[config.mk]
export PLATFORM = sky130hd
export DESIGN_NAME = bin_to_bcd_converter
export DESIGN_NICKNAME = d
export VERILOG_FILES = /design/src/rtl/bin_to_bcd_converter_pkg.sv /design/src/rtl/bin_to_bcd_converter_add3_adjust.sv /design/src/rtl/bin_to_bcd_converter.sv
export SDC_FILE = /design/constraint.sdc
export NUM_CORES = 1
export LEC_CHECK = 0
export BUFFER_PORTS_ARGS = -buffer_cell sky130_fd_sc_hd__buf_2
export CORE_MARGIN = 5
export CORE_UTILIZATION = 40
export CTS_CLUSTER_DIAMETER = 50
export DETAILED_ROUTE_END_ITERATION = 16
export PLACE_DENSITY = 0.63
export SYNTH_ARGS = -nofsm -noshare
export SYNTH_HDL_FRONTEND = slang
export SYNTH_SLANG_ARGS = --single-unit
[constraint.sdc]
create_clock -name clk -period 1.6 [get_ports clk]
set_clock_uncertainty 0.05 [all_clocks]
set_input_delay 0.32 -clock clk [delete_from_list [all_inputs] [get_ports clk]]
set_output_delay 0.32 -clock clk [all_outputs]
set_load 0.03 [all_outputs]
[src/rtl/bin_to_bcd_converter_pkg.sv]
// Shared definitions for the binary-to-BCD converter: FSM encoding, BCD
// register geometry and the digit code shown when a value is out of range.
package bin_to_bcd_converter_pkg;

  typedef enum logic [1:0] {
    IDLE = 2'd0,
    CONV = 2'd1,
    DONE = 2'd2
  } state_t;

  // Five nibbles cover the full 16-bit range (up to 65535); only four are shown.
  localparam int BCD_DIGITS = 5;
  localparam int BCD_W      = 4 * BCD_DIGITS;

  // Non-decimal code the display driver renders as its default pattern.
  localparam logic [3:0] OVF_DIGIT = 4'hF;

endpackage

[src/rtl/bin_to_bcd_converter_add3_adjust.sv]
// Double-dabble correction cell: a BCD nibble of 5 or more gets +3 so the
// following left shift carries correctly into the next decimal digit.
module bcd_add3_adjust (
  input  logic [3:0] d,
  output logic [3:0] q
);

  // Pure combinational ">=5 then +3" correction.
  always_comb begin
    q = d;
    if (d >= 4'd5) q = d + 4'd3;
  end

endmodule

[src/rtl/bin_to_bcd_converter.sv]
// Sequential double-dabble binary-to-BCD converter feeding the seven-segment
// driver. One shift per clock; digits and ovf are registered and only update
// when a conversion completes, so the display never sees partial values.
module bin_to_bcd_converter
  import bin_to_bcd_converter_pkg::*;
#(
  parameter int WIDTH   = 16,
  parameter int MAX_VAL = 9999
) (
  input  logic             clk,
  input  logic             rst,
  input  logic             start,
  input  logic [WIDTH-1:0] value,
  output logic             busy,
  output logic             done,
  output logic             ovf,
  output logic [3:0]       units,
  output logic [3:0]       tens,
  output logic [3:0]       hundreds,
  output logic [3:0]       thousands
);

  localparam int                CNT_W    = $clog2(WIDTH + 1);
  localparam logic [CNT_W-1:0] CNT_LAST = CNT_W'(WIDTH - 1);

  state_t               state;
  state_t               state_nxt;
  logic [WIDTH-1:0]     bin_sh;
  logic [BCD_W-1:0]     bcd;
  logic [BCD_W-1:0]     bcd_adj;
  logic [CNT_W-1:0]     cnt;
  logic                 ovf_pend;

  // Zero-extend both sides to 32 bits so narrow WIDTH values compare without
  // truncation; for WIDTH < 14 the result is constant 0 and folds away.
  function automatic logic exceeds_max(input logic [WIDTH-1:0] v);
    return 32'(v) > 32'(MAX_VAL);
  endfunction

  for (genvar g = 0; g < BCD_DIGITS; g++) begin : g_adj
    bcd_add3_adjust u_adj (
      .d (bcd[4*g +: 4]),
      .q (bcd_adj[4*g +: 4])
    );
  end

  // State register.
  always_ff @(posedge clk or negedge rst) begin
    if (!rst) state <= IDLE;
    else      state <= state_nxt;
  end

  // Next-state logic: IDLE waits for start, CONV runs WIDTH shifts, DONE lasts one cycle.
  always_comb begin
    state_nxt = state;
    case (state)
      IDLE:    if (start) state_nxt = CONV;
      CONV:    if (cnt == CNT_LAST) state_nxt = DONE;
      DONE:    state_nxt = IDLE;
      default: state_nxt = IDLE;
    endcase
  end

  // Conversion datapath: load on accept, then adjust-and-shift {bcd, bin_sh}.
  always_ff @(posedge clk or negedge rst) begin
    if (!rst) begin
      bin_sh   <= '0;
      bcd      <= '0;
      cnt      <= '0;
      ovf_pend <= 1'b0;
    end else begin
      case (state)
        IDLE: begin
          if (start) begin
            bin_sh   <= value;
            bcd      <= '0;
            cnt      <= '0;
            ovf_pend <= exceeds_max(value);
          end
        end
        CONV: begin
          // The adjusted fifth nibble never reaches 8, so dropping its MSB is lossless.
          bcd    <= BCD_W'({bcd_adj, bin_sh[WIDTH-1]});
          bin_sh <= bin_sh << 1;
          cnt    <= cnt + 1'b1;
        end
        default: ;
      endcase
    end
  end

  // Registered handshake and result outputs; results change only when leaving DONE.
  always_ff @(posedge clk or negedge rst) begin
    if (!rst) begin
      busy      <= 1'b0;
      done      <= 1'b0;
      ovf       <= 1'b0;
      units     <= '0;
      tens      <= '0;
      hundreds  <= '0;
      thousands <= '0;
    end else begin
      busy <= (state_nxt != IDLE);
      done <= (state == DONE);
      if (state == DONE) begin
        ovf <= ovf_pend;
        if (ovf_pend) begin
          units     <= OVF_DIGIT;
          tens      <= OVF_DIGIT;
          hundreds  <= OVF_DIGIT;
          thousands <= OVF_DIGIT;
        end else begin
          units     <= bcd[3:0];
          tens      <= bcd[7:4];
          hundreds  <= bcd[11:8];
          thousands <= bcd[15:12];
        end
      end
    end
  end

endmodule

==> impl_results.md <==
- Status: completed
- Final hold viol count: 0
- Slowest stage delay, CP: 420 ps
- CP Class: register to register
- Pre-CTS setup slack: about 120 ps
- Routed length on met3: ~300 um
- FF-to-FF setup slack: around 130 ps
- First DRT Iteration DRCs: 95
- Die area: 0.00882 mm^2
- Post-synth EDFFs: 0
- Period minus WS final: 1470 ps
- Clock root buffer: clkbuf_8
- DR WL/cell: about 13 um
- # diodes: 0
- Syn nets: between 300 and 400
- Max cap viols: 0
- Crit. path cell count: 5
- CP max stage cell: dfrtp_1
- Initial antenna violation count: 0
- Pwr/cell area: roughly 1800 mW/mm^2
- Highest routed layer: met4
- Vias in the first global route: roughly 2300
- Synthesized area per cell: a little under 10 um^2
- Max Buffers Root-to-Sink: 2
- Pre-Repair DR Iteration Count: 4
- Net Sw Frac: a little under two fifths
- Core region area: about 0.0068 mm^2
- IO Count: 38
- Seq cells post-synth: 59
- Met2 Routed Length: 2.56 mm
- Synth area leaders: dfrtp_1 52%, o21ai_0 6.4%, nand2_1 5.5%, ha_1 4.4%, a22oi_1 3.7%
- Leading area contributor after synthesis: dfrtp_1
- Critical path launch point type: register
- Layout cell share with drive strength beyond 1: between 20% and 30%
- M1 WL: 2.83 mm
- Nets: between 300 and 400
- RSZ-0062 raised after global routing: false
- Total Routed Length: 5.75 mm
- Reg2reg end: bcd[5]
- Final Max Slew Viols: 0
- Utilization after layout: between 40 and 50%
- Yosys cell types: 35
- Cts bufs inserted: 9
- Avg Vias per Cell: slightly above 5
- WP data required: approximately 1700 ps
- Largest net degree at the start of global routing: 60
- Hold crit path type: primary input to register
- Yosys top cell area share: 52.4%
- Gate Count Post-Synth: 285
- Worst setup startpoint: bcd[4]
- Fraction of registers with async set/reset: between 90% and 100%
- Internal: 3.73 mW
- Crit path cell chain: inv_1, ha_1, nor2b_1, o21a_1, o221ai_1
- Worst r2r src: bcd[4]
- CTS tree: built
- Gate power share: between 30% and 40%
- DIE WIDTH: between 90 and 100 um
- Worst-Margin Slew: about 660 ps
- Crit. End Element: register
- Remaining Overflow, GRT: 0
- Clock transition at the registers of the reported paths: about 60 ps
- GRT Total Usage: between 10% and 20%
- Critical path endpoint: bcd[5]
- DP Wirelength: 3.95 mm
- Commonest non-fill, non-tap cell in the layout: dfrtp_1
- Synth Warn #: 0
- Fillcell total: 670
- First-pass GRT wire length: around 10 mm
- CTS Sinks: 59
- Psw: 2.24 mW
- Worst setup margin: about 130 ps
- DRC: 0
- Reg area: about 0.0015 mm^2
- DRT antenna net count: 0
- Most frequent cells in the layout: 59 x dfrtp_1, 41 x nand2_1, 37 x buf_2
- R2R depth: 5
- Endpoints failing setup: 0
- Sequential share of the synthesized area: 52.4%
- Synthesized area: 0.00282 mm^2
- Prevailing post-synth register cell: dfrtp_1
- Rel. slew slack: a little under three fifths
- Clock Latency Late Sink: around 320 ps
- Setup TNS: 0 ps
- Area grow syn2layout: 19.6%
- Die height: roughly 94 um
- LEAKAGE: 1.59 nW
- Multi-input logic area: roughly 0.0012 mm^2
- Crit path max-delay family: flip-flops
- Fin crit share: between 90% and 100%
- F_max: slightly below 700 MHz
- Power share of the clock group: a little over a fifth
- Placement row count: 30
- Crit path DAT: 1610 ps
- Sequential share of power: 40.6%
- Routed via count: around 2200
- PortBufs: 37
- CP Max Fanout: 5
- Htree depth: 3
- Initial Util: 41.2%
- Crit path buffers/inverters: 1
- GPL Wtd Cong: 0.820
- VDD IR max: around 700 uV
[metal layers]
metal	vias to the layer above	global-route usage [%]
li1	1107	-
met1	1025	18.6
met2	54	24.1
met3	6	5.93
met4	0	3.73
met5	-	0
[cell families after synthesis]
group           Yosys count  synth area share, %
buf+inv                  37                 5.91
fa+ha+maj                10                 4.44
compound gates           92                 22.6
xor+xnor                  3                0.934
mux                       2                0.800
simple gates             82                 12.9
flops                    59                 52.4
[power by group through the flow]
stage,Clock [mW],Sequential [mW],Combinational [mW]
final,1.24,2.42,2.30
after global routing,1.37,2.51,2.62
after CTS,1.29,2.43,2.29
after detailed placement,0,2.45,2.29
after global placement,0,2.43,2.21
after floorplan,0,2.44,1.64
[flip-flops by register name, indices dropped and copies added, names as in the netlist]
signal	count
thousands	4
tens	4
hundreds	4
state	2
ovf	1
done	1
bcd	16
cnt	5
busy	1
ovf_pend	1
units	4
bin_sh	16
[stage by stage]
step	hold slack [ps]	total power, mW	std cells	cell area [um^2]
detailed placement	302	4.73	414	3160
floorplan	-25.6	4.08	285	2820
global route	143	6.50	432	3370
CTS	149	6.01	430	3350
global placement	303	4.64	414	3160
finish	163	5.97	432	3370
[worst register-to-register path: cells and delay by family, from the launching register on]
kind,cells,cell delay (ps)
AO/OA/AOI/OAI,2,320
adder cells (fa/ha/maj),1,200
flip-flops,1,420
AND/OR/NAND/NOR,1,230
buffers and inverters,1,120
[final cells by class]
cell class	instances	area share, %
Clock buffer	12	4.01
Clock inverter	3	1.19
Inverter	20	2.23
Multi-Input combinational cell	189	34.9
Sequential cell	59	43.8
Tap cell	96	3.57
Timing Repair Buffer	53	10.3
[repair_timing]
item	CTS	global route
hold buffers	1	0
gates resized for setup	0	1
setup endpoints to repair	0	2
endpoints found under the hold margin	59	0
setup buffers	0	2
[synth_stat cells, types with 4 or more instances]
cell type  number
dfrtp_1        59
nand2_1        41
o21ai_0        36
inv_1          20
nor2_1         20
a22oi_1        14
buf_2          10
ha_1           10
o2111ai_1       8
nand2b_1        6
nor2b_1         6
a22o_1          4
a32o_1          4
clkbuf_1        4
o211ai_1        4
o21a_1          4
o221ai_1        4
o31ai_1         4
[worst min path at each step]
stage               startpoint            to  depth (start not counted)
finish                value[0]     bin_sh[0]                          2
global route          value[0]     bin_sh[0]                          2
CTS                   value[0]     bin_sh[0]                          2
detailed placement         rst           ovf                          2
global placement           rst  thousands[2]                          2
floorplan                  rst        bcd[0]                          0
(Power assumes the default switching activity.)
